## config.mk

```make
export PLATFORM = sky130hd
export DESIGN_NAME = lcd_frame_driver
export DESIGN_NICKNAME = d
export VERILOG_FILES = /design/src/rtl/lcd_frame_driver.sv
export SDC_FILE = /design/constraint.sdc
export NUM_CORES = 1
export LEC_CHECK = 0
export CORE_MARGIN = 2
export CORE_UTILIZATION = 30
export DETAILED_ROUTE_END_ITERATION = 10
export HOLD_SLACK_MARGIN = 0.02
export SYNTH_ARGS = -nofsm -noshare
export SYNTH_HDL_FRONTEND = slang
export SYNTH_SLANG_ARGS = --single-unit
```

## constraint.sdc

```tcl
create_clock -name clk -period 62.3 [get_ports clk]
set_clock_uncertainty 0.2 [all_clocks]
set_input_delay 12.46 -clock clk [delete_from_list [all_inputs] [get_ports clk]]
set_output_delay 12.46 -clock clk [all_outputs]
set_load 0.005 [all_outputs]
```

## src/rtl/lcd_frame_driver.sv

```systemverilog
// HD44780-class character LCD controller: ROWS x COLS frame buffer,
// power-up init, and row-by-row streaming on an 8- or 4-bit bus.
module lcd_frame_driver #(
    parameter int CLK_HZ      = 50_000_000,
    parameter int ROWS        = 4,
    parameter int COLS        = 16,
    parameter int BUS_WIDTH   = 8,
    parameter int POWERUP_US  = 40000,
    parameter int CMD_US      = 50,
    parameter int CLEAR_US    = 2000,
    parameter int E_PULSE_CYC = 25
) (
    input  logic                          clk,
    input  logic                          rst,
    input  logic                          wr_en,
    input  logic [$clog2(ROWS*COLS)-1:0]  wr_addr,
    input  logic [7:0]                    wr_data,
    input  logic                          refresh_req,
    output logic                          busy,
    output logic                          frame_done,
    output logic                          lcd_rs,
    output logic                          lcd_rw,
    output logic                          lcd_e,
    output logic [7:0]                    lcd_data
);
    localparam int CPU     = CLK_HZ / 1_000_000;
    localparam int DEPTH   = ROWS * COLS;
    localparam int AW      = $clog2(DEPTH);
    localparam int RW      = (ROWS > 1) ? $clog2(ROWS) : 1;
    localparam int CW      = (COLS > 1) ? $clog2(COLS) : 1;
    localparam bit BUS4    = (BUS_WIDTH == 4);
    localparam int N_INIT  = BUS4 ? 9 : 8;
    localparam int PWR_CYC = POWERUP_US * CPU;
    localparam int I41_CYC = 4100 * CPU;
    localparam int I01_CYC = 100 * CPU;
    localparam int CMD_CYC = CMD_US * CPU;
    localparam int CLR_CYC = CLEAR_US * CPU;
    localparam int M1      = (PWR_CYC > I41_CYC) ? PWR_CYC : I41_CYC;
    localparam int M2      = (M1 > CLR_CYC) ? M1 : CLR_CYC;
    localparam int M3      = (M2 > CMD_CYC) ? M2 : CMD_CYC;
    localparam int MAX_CYC = (M3 > E_PULSE_CYC) ? M3 : E_PULSE_CYC;
    localparam int CNT_W   = $clog2(MAX_CYC + 1);
    localparam logic [CNT_W-1:0] E_CNT   = CNT_W'(E_PULSE_CYC - 1);
    localparam logic [CNT_W-1:0] PWR_CNT = CNT_W'((PWR_CYC > 0) ? PWR_CYC - 1 : 0);

    typedef enum logic [2:0] {
        S_PWRUP, S_INIT, S_IDLE, S_ROW_ADDR, S_CHAR, S_FRAME_END
    } state_t;

    typedef enum logic [2:0] {
        X_IDLE, X_SETUP, X_HIGH, X_LOW, X_WAIT
    } phase_t;

    state_t           state, state_nx;
    phase_t           phase;
    logic [RW-1:0]    row, row_nx;
    logic [CW-1:0]    col, col_nx;
    logic [3:0]       step, step_nx, init_k;
    logic [CNT_W-1:0] cnt, wait_reg, iss_wait;
    logic [3:0]       lo_nib;
    logic             lo_pend, dirty, done;
    logic             iss, iss_init, iss_addr, iss_char, iss_nib;
    logic [7:0]       iss_byte, row_off;
    logic [AW-1:0]    rd_addr;
    logic             wr_ok, start_frame;
    logic [7:0]       fb [DEPTH];

    function automatic logic [7:0] init_byte(input logic [3:0] k);
        case (k)
            4'd0, 4'd1, 4'd2: init_byte = 8'h30;
            4'd3:             init_byte = 8'h20;
            4'd4:             init_byte = BUS4 ? 8'h28 : 8'h38;
            4'd5:             init_byte = 8'h08;
            4'd6:             init_byte = 8'h01;
            4'd7:             init_byte = 8'h06;
            default:          init_byte = 8'h0C;
        endcase
    endfunction

    assign lcd_rw = 1'b0;
    assign done = (phase == X_WAIT && cnt == '0) ||
                  (phase == X_HIGH && cnt == '0 && !lo_pend && wait_reg == '0);
    assign wr_ok = wr_en && ({1'b0, wr_addr} < (AW+1)'(DEPTH));
    assign start_frame = (state == S_IDLE) && (dirty || refresh_req);

    always_ff @(posedge clk or posedge rst) begin
        if (rst) begin
            state <= S_PWRUP;
            row   <= '0;
            col   <= '0;
            step  <= '0;
        end else begin
            state <= state_nx;
            row   <= row_nx;
            col   <= col_nx;
            step  <= step_nx;
        end
    end

    always_comb begin
        state_nx = state;
        row_nx   = row;
        col_nx   = col;
        step_nx  = step;
        iss_init = 1'b0;
        iss_addr = 1'b0;
        iss_char = 1'b0;
        unique case (state)
            S_PWRUP: if (done) begin
                state_nx = S_INIT;
                step_nx  = '0;
                iss_init = 1'b1;
            end
            S_INIT: if (done) begin
                if (step == 4'(N_INIT - 1)) begin
                    state_nx = S_IDLE;
                end else begin
                    step_nx  = step + 4'd1;
                    iss_init = 1'b1;
                end
            end
            S_IDLE: if (dirty || refresh_req) begin
                state_nx = S_ROW_ADDR;
                row_nx   = '0;
                iss_addr = 1'b1;
            end
            S_ROW_ADDR: if (done) begin
                state_nx = S_CHAR;
                col_nx   = '0;
                iss_char = 1'b1;
            end
            S_CHAR: if (done) begin
                if (col != CW'(COLS - 1)) begin
                    col_nx   = col + 1'b1;
                    iss_char = 1'b1;
                end else if (row != RW'(ROWS - 1)) begin
                    state_nx = S_ROW_ADDR;
                    row_nx   = row + 1'b1;
                    iss_addr = 1'b1;
                end else begin
                    state_nx = S_FRAME_END;
                end
            end
            S_FRAME_END: state_nx = S_IDLE;
            default:     state_nx = S_PWRUP;
        endcase
    end

    always_comb begin
        busy       = (state != S_IDLE);
        frame_done = (state == S_FRAME_END);
    end

    // Byte for the transfer being launched; the buffer is read right here.
    always_comb begin
        init_k = (BUS4 || step_nx < 4'd3) ? step_nx : step_nx + 4'd1;
        rd_addr = AW'(int'(row_nx) * COLS + int'(col_nx));
        case (int'(row_nx))
            0:       row_off = 8'h00;
            1:       row_off = 8'h40;
            2:       row_off = 8'(COLS);
            default: row_off = 8'(8'h40 + COLS);
        endcase
        iss = iss_init | iss_addr | iss_char;
        iss_nib = iss_init && BUS4 && (init_k <= 4'd3);
        unique case (1'b1)
            iss_init: iss_byte = init_byte(init_k);
            iss_addr: iss_byte = 8'h80 | row_off;
            iss_char: iss_byte = fb[rd_addr];
            default:  iss_byte = 8'h00;
        endcase
        iss_wait = CNT_W'(CMD_CYC);
        if (iss_init) begin
            case (init_k)
                4'd0:    iss_wait = CNT_W'(I41_CYC);
                4'd1:    iss_wait = CNT_W'(I01_CYC);
                4'd6:    iss_wait = CNT_W'(CLR_CYC);
                default: iss_wait = CNT_W'(CMD_CYC);
            endcase
        end
    end

    // Reset parks the engine in WAIT so the power-up delay reuses the counter.
    always_ff @(posedge clk or posedge rst) begin
        if (rst) begin
            phase    <= X_WAIT;
            cnt      <= PWR_CNT;
            wait_reg <= '0;
            lo_nib   <= '0;
            lo_pend  <= 1'b0;
            lcd_e    <= 1'b0;
            lcd_rs   <= 1'b0;
            lcd_data <= 8'h00;
        end else if (iss) begin
            phase    <= X_SETUP;
            cnt      <= E_CNT;
            wait_reg <= iss_wait;
            lo_nib   <= iss_byte[3:0];
            lo_pend  <= BUS4 && !iss_nib;
            lcd_rs   <= iss_char;
            lcd_data <= BUS4 ? {iss_byte[7:4], 4'h0} : iss_byte;
        end else begin
            unique case (phase)
                X_SETUP: begin
                    if (cnt != '0) begin
                        cnt <= cnt - 1'b1;
                    end else begin
                        lcd_e <= 1'b1;
                        phase <= X_HIGH;
                        cnt   <= E_CNT;
                    end
                end
                X_HIGH: begin
                    if (cnt != '0) begin
                        cnt <= cnt - 1'b1;
                    end else begin
                        lcd_e <= 1'b0;
                        if (lo_pend) begin
                            phase <= X_LOW;
                            cnt   <= E_CNT;
                        end else if (wait_reg == '0) begin
                            phase <= X_IDLE;
                        end else begin
                            phase <= X_WAIT;
                            cnt   <= wait_reg - 1'b1;
                        end
                    end
                end
                X_LOW: begin
                    if (cnt != '0) begin
                        cnt <= cnt - 1'b1;
                    end else begin
                        lcd_data <= {lo_nib, 4'h0};
                        lo_pend  <= 1'b0;
                        phase    <= X_SETUP;
                        cnt      <= E_CNT;
                    end
                end
                X_WAIT: begin
                    if (cnt != '0) cnt <= cnt - 1'b1;
                    else           phase <= X_IDLE;
                end
                default: ;
            endcase
        end
    end

    // A write always wins over the clear that accompanies a frame start.
    always_ff @(posedge clk or posedge rst) begin
        if (rst) begin
            for (int i = 0; i < DEPTH; i++) fb[i] <= 8'h20;
            dirty <= 1'b1;
        end else begin
            if (wr_ok) fb[wr_addr] <= wr_data;
            if (wr_ok || (refresh_req && !start_frame)) dirty <= 1'b1;
            else if (start_frame)                       dirty <= 1'b0;
        end
    end
endmodule

```

==> key figures, run 1 <==
Min path
  – Worst Min Path Start: lo_nib[1]
  – Worst Hold Class: reg2reg

Die
  – Core area: 93,300 um^2
  – Die Width: 311 um
  – # rows: 112
  – Die area: 96,600 um^2
  – # IOs: 31
  – Die Height: 311 um
  – Initial core utilization: 0.302

Placement
  – Port Buf Inserts: 29
  – Post-DP HPWL: 49,600 um
  – GP Congestion: 0.862

CTS
  – Inserted Clock Buffers: 59
  – Clk sink count: 574
  – # hold bufs at CTS: 0
  – CTS tree: built
  – Post-CTS Setup Bufs: 0
  – CTS-repair resized insts: 0
  – H-tree depth: 2
  – CTS clk-pin slew, worst paths: 70 ps
  – Clock Path Buffers: 3
  – Clk_lat worst skew: 640 ps
  – CTS root buf: clkbuf_16

Timing
  – Final setup fails: 0
  – Worst slew margin: 0.146
  – Final min period: 15,280 ps
  – Fin Hold WS: 277 ps
  – Hold Vio Cnt, Final: 0
  – RSZ-0062 raised after global routing: false
  – Final Cycle Share: 0.245
  – Worst Tran Pin Value: 1270 ps
  – Highest clock rate: 0.0654 GHz
  – Slew Viols, Final: 0
  – TNS Setup: 0 ps

Synth
  – Synthesized cell area: 28,200 um^2
  – Post-Syn Area per Cell: 11.1 um^2
  – Most used DFF post-synth: dfrtp_1
  – Sequential share of the synthesized area: 0.512
  – Syn nets: 2,573
  – Count of state elements after synthesis: 574
  – Async set-or-reset flop fraction in the synthesized netlist: 1.00
  – EDFF count, synth: 0
  – Mapped Cells: 2,548
  – Synth unique cells: 84
  – Synth warn: 0

Power
  – Total Power: 0.896 mW
  – Combinational Power Share: 0.094
  – PwrDens: 28.4 nW/um^2
  – Sequential power share: 0.493
  – Sw frac: 0.243
  – Total net switching power: 0.217 mW
  – Int Power: 0.678 mW
  – Clock Power Share: 0.413
  – Worst vdd ir: 24.0 uV
  – Leak: 14.1 nW

Drt
  – First DRT Iteration DRCs: 2,049
  – Total Wirelength: 80,800 um
  – Vias after detailed routing: 20,200
  – Wirelength per Cell: 21.3 um
  – Post-route ant nets: 0
  – Vias per std cell: 5.32
  – Pre-antenna DRT Iters: 5
  – # DRC: 0

Final layout
  – Max reg flops: 512
  – P&R area growth vs syn: 11.7%
  – Fillers: 9,412
  – Share of cells above drive strength 1: 0.298
  – NumNets Final: 2,511

GRT
  – Global-route wire length before repair: 124,000 um
  – Largest net degree at the start of global routing: 172
  – Total GRT Usage: 0.164
  – Initial antenna violation count: 4
  – Remaining global-route overflow: 0
  – Vias in the first global route: 19,400

Setup path
  – Crit. Startpoint: refresh_req
  – CP required: 62,630 ps
  – CP arrival: 15,610 ps
  – Startpoint types: input port
  – R2R Setup Slk: 55,370 ps
  – Worst Setup EP: cnt[8]
  – FF-to-FF Start: wait_reg[11]
  – Crit Path Max Fanout: 11
  – Crit Path Category: in2reg
  – Reg2Reg Depth: 16
  – Reg-to-Reg End: lcd_data[2]
  – Crit end category: flop

Run
  – Max Cap Violations: 0

Status
  – Status: finished, final reports clean
-- metrics by stage --
step | setup slack, ps | util | area, um^2 | cells
3_3_place_gp | 46190 | 0.316 | 29500 | 3678
2_1_floorplan | 33710 | - | 28200 | 2548
6_report | 47020 | 0.338 | 31500 | 3792
5_1_grt | 46800 | 0.338 | 31500 | 3790
3_5_place_dp | 46420 | 0.316 | 29500 | 3679
4_1_cts | 47080 | 0.338 | 31500 | 3790
-- per-layer routing --
layer  up-vias  share of wire  global-route usage
li1       8994              -                   -
met1     10400           0.45               0.231
met2       569           0.43               0.242
met3       155          0.077              0.0394
met4         4          0.035              0.0625
met5         -        0.00028                   0
-- kinds of logic after synthesis --
kind of cell | count (synthesis) | synth area share
mux | 613 | 0.240
other cells | 1 | 0.000133
fa+ha+maj | 7 | 0.00310
simple gates | 757 | 0.120
xor+xnor | 10 | 0.00310
compound gates | 383 | 0.0887
buf+inv | 203 | 0.0324
flops | 574 | 0.512
-- placed cells by master, fill, tap and decap left out, types with 20 or more instances in the layout --
| master | n |
|---|---|
| mux2_2 | 513 |
| dfrtp_1 | 495 |
| nand2_1 | 414 |
| a21oi_1 | 123 |
| nand3_1 | 114 |
| mux2i_1 | 100 |
| nor2_1 | 94 |
| dfstp_2 | 79 |
| clkbuf_16 | 59 |
| o21ai_0 | 58 |
| a22oi_1 | 37 |
| nor3_1 | 30 |
| buf_4 | 29 |
| a31oi_1 | 22 |
| clkdlybuf4s50_1 | 21 |
| clkbuf_1 | 20 |
-- power by group through the flow --
stage	Clock [mW]	Sequential, mW	Combinational, mW
final	0.370	0.442	0.0843
after global routing	0.392	0.447	0.0931
after CTS	0.376	0.442	0.0850
after detailed placement	0	0.448	0.0848
after global placement	0	0.447	0.0826
after floorplan	0	0.443	0.0670
-- Yosys cell counts (18+ instances only) --
cell type	instances	share of area
clkbuf_1	96	0.013
o22ai_1	18	0.0040
a31oi_1	22	0.0049
dfstp_2	79	0.074
nor3_1	30	0.0053
nand3_1	114	0.020
o21ai_0	58	0.010
dfrtp_1	495	0.44
buf_2	53	0.0094
mux2i_1	100	0.035
a22oi_1	37	0.0098
nand2_1	414	0.055
nor2_1	97	0.013
a21oi_1	123	0.022
mux2_2	513	0.20
-- worst max-delay path: stages --
cell and delay (ps):
clkdlybuf4s50_1 420, nor2_1 280, nor2_1 120, a21oi_1 310, nand3_1 380, a21oi_1 770, nand2_1 450, o41ai_1 420
-- worst min-delay path by stage --
stage / to / slack [ps] / cells after the start
2_1_floorplan: lo_nib[1] / 230 / 2
3_3_place_gp: lo_nib[1] / 250 / 2
3_5_place_dp: lo_nib[1] / 270 / 2
4_1_cts: cnt[19] / 280 / 2
5_1_grt: cnt[19] / 290 / 2
6_report: lo_nib[1] / 280 / 2
-- layout make-up --
class | count | area (um^2) | share of cell area
Multi-Input combinational cell | 1771 | 12900 | 0.409
Sequential cell | 574 | 14500 | 0.459
Clock inverter | 25 | 348 | 0.0110
Tap cell | 1254 | 1570 | 0.0498
Timing Repair Buffer | 61 | 519 | 0.0165
Inverter | 19 | 85.1 | 0.00270
Antenna cell | 2 | 5.00 | 0.000159
Clock buffer | 86 | 1650 | 0.0523
No activity file was read; power rests on OpenSTA's default activity.
==> run 2: changes to the inputs <==
- clock period: 62.3 -> 16 ns (I/O delays scaled with it)
==> key figures, run 2 (same netlist as run 1, synthesis figures left out) <==
Status
  – Status: finished, final reports clean

Drt
  – Post-route ant nets: 0 (unchanged)
  – First DRT Iteration DRCs: 1,623 (-21%)
  – Total Wirelength: 81,400 um (+0.70%)
  – Vias after detailed routing: 20,100 (-0.52%)
  – Wirelength per Cell: 21.5 um (+0.70%)
  – Pre-antenna DRT Iters: 5 (unchanged)
  – # DRC: 0 (unchanged)
  – Vias per std cell: 5.29 (-0.52%)

Min path
  – WHS Path Cells: 2 (unchanged)
  – Worst Min Path Start: lo_nib[1]
  – Worst Hold Class: reg2reg
  – Worst Hold End: lo_nib[1]

Setup path
  – CP required: 16,320 ps (-46,310 ps)
  – Startpoint types: flop
  – Crit end category: flop
  – Critical path's slowest cell: a21o_4
  – CP arrival: 6650 ps (-8960 ps)
  – R2R Setup Slk: 9670 ps (-45,700 ps)
  – FF-to-FF Start: wait_reg[11]
  – Crit Path Category: reg2reg
  – Critical-path cell list: inv_1 > ha_1 > nor3b_1 > nand4_1 > a2111oi_0 > a21o_4 > clkinv_2 > buf_4 > buf_4 > mux2i_1 > a22oi_1 > mux2_2 > a211oi_1 > a2111oi_2 > a211o_1
  – Reg-to-Reg End: lcd_data[3]
  – CP bufs+invs: 4 (+3)
  – Crit path max-delay family: compound AO/OA/AOI/OAI gates
  – Top cell by count, worst path: buf_4
  – Reg2Reg Depth: 15 (-1)
  – Crit Path Max Fanout: 55 (+44)
  – CP peak stage delay: 690 ps (-80 ps)

Die
  – Initial core utilization: 0.302 (unchanged)
  – Core area: 93,300 um^2 (unchanged)
  – Die area: 96,600 um^2 (unchanged)
  – # rows: 112 (unchanged)
  – # IOs: 31 (unchanged)
  – Die Width: 311 um (unchanged)
  – Die Height: 311 um (unchanged)

Timing
  – Final setup fails: 0 (unchanged)
  – Worst slew margin: 0.144 (-0.00232)
  – TNS Setup: 0 ps (unchanged)
  – Fin Hold WS: 277 ps (+0.838 ps)
  – Hold Vio Cnt, Final: 0 (unchanged)
  – Final min period: 6330 ps
  – RSZ-0062 raised after global routing: false
  – Worst Tran Pin Value: 1250 ps (-22.5 ps)
  – Slew Viols, Final: 0 (unchanged)
  – Highest clock rate: 0.158 GHz
  – Final Cycle Share: 0.396

Final layout
  – P&R area growth vs syn: 11.9%
  – Share of cells above drive strength 1: 0.299 (+0.00134)
  – Fin cells: 3,792 (unchanged)
  – Most frequent cells in the layout: mux2_2 (513), dfrtp_1 (495), nand2_1 (414)
  – # diodes: 0 (-2)
  – NumNets Final: 2,512 (+0.040%)
  – Commonest non-fill, non-tap cell in the layout: mux2_2
  – Max reg flops: 512 (unchanged)

GRT
  – Initial antenna violation count: 3 (-1)
  – Total GRT Usage: 0.165 (+0.00157)
  – Remaining global-route overflow: 0 (unchanged)
  – Global-route wire length before repair: 125,000 um (+1.1%)
  – Largest net degree at the start of global routing: 169 (-1.7%)
  – Vias in the first global route: 19,600 (+0.81%)

Power
  – Total Power: 3.52 mW (+290%)
  – Leak: 14.2 nW (+0.32%)
  – PwrDens: 111 nW/um^2 (+290%)
  – Worst vdd ir: 82.8 uV (+240%)

CTS
  – CTS-repair resized insts: 0 (unchanged)
  – Clk sink count: 574 (unchanged)
  – CTS tree: built
  – CTS clk-pin slew, worst paths: 60 ps (about the same)
  – Inserted Clock Buffers: 60 (+1.7%)
  – CTS root buf: clkbuf_16
  – # hold bufs at CTS: 0 (unchanged)
  – H-tree depth: 2 (unchanged)
  – Clk_lat worst skew: 640 ps (about the same)
  – Post-CTS Setup Bufs: 0 (unchanged)
  – Clock Path Buffers: 3 (unchanged)

Placement
  – Placed Cells: 3,679 (unchanged)
  – Port Buf Inserts: 29 (unchanged)
  – Post-DP HPWL: 50,100 um (+1.1%)
  – GP Congestion: 0.848 (-1.7%)

Run
  – Max Cap Violations: 0 (unchanged)
run 2: worst min-delay path: cells and delay by family (launching register included):
| family | cells | cell delay [ps] |
|---|---|---|
| flops | 1 | 320 |
| simple gates | 2 | 130 |
run 2: power breakdown:
part           leakage (nW)  total, mW  switching (mW)  internal, mW
registers              7.32       1.72          0.0825          1.64
logic                  5.83      0.329           0.157         0.172
clock network          1.02       1.47           0.606         0.863
run 2: how the worst max path moves through the flow:
stage / startpoint / to / slack (ps) / depth (start not counted)
3_3_place_gp: refresh_req / cnt[7] / 9360 / 8
4_1_cts: wait_reg[11] / lcd_data[3] / 9600 / 15
5_1_grt: wait_reg[11] / lcd_data[3] / 9210 / 15
2_1_floorplan: rst / cnt[11] / 4840 / 1
6_report: wait_reg[11] / lcd_data[3] / 9670 / 15
3_5_place_dp: refresh_req / cnt[13] / 9300 / 8
run 2: metrics by stage:
step           setup WS [ps]  utilization  cell area [um^2]
3_5_place_dp            9300        0.316             29500
3_3_place_gp            9360        0.316             29500
4_1_cts                 9600        0.339             31600
6_report                9670        0.339             31600
5_1_grt                 9210        0.339             31600
2_1_floorplan           4840            -             28200
run 2: layer usage:
metal	share of wire	global-route usage
met1	0.46	0.236
met3	0.064	0.0365
met4	0.030	0.0534
met2	0.44	0.249
met5	0.00042	0
run 2: cell type report:
cell class                 instances  area (um^2)
clock buffer                      92         1780
clock inverter                    21          298
sequential                       574        14500
inverter                          19         81.3
multi-input combinational       1771        12900
fill                            9393        61700
tap                             1254         1570
timing repair buffer              61          528
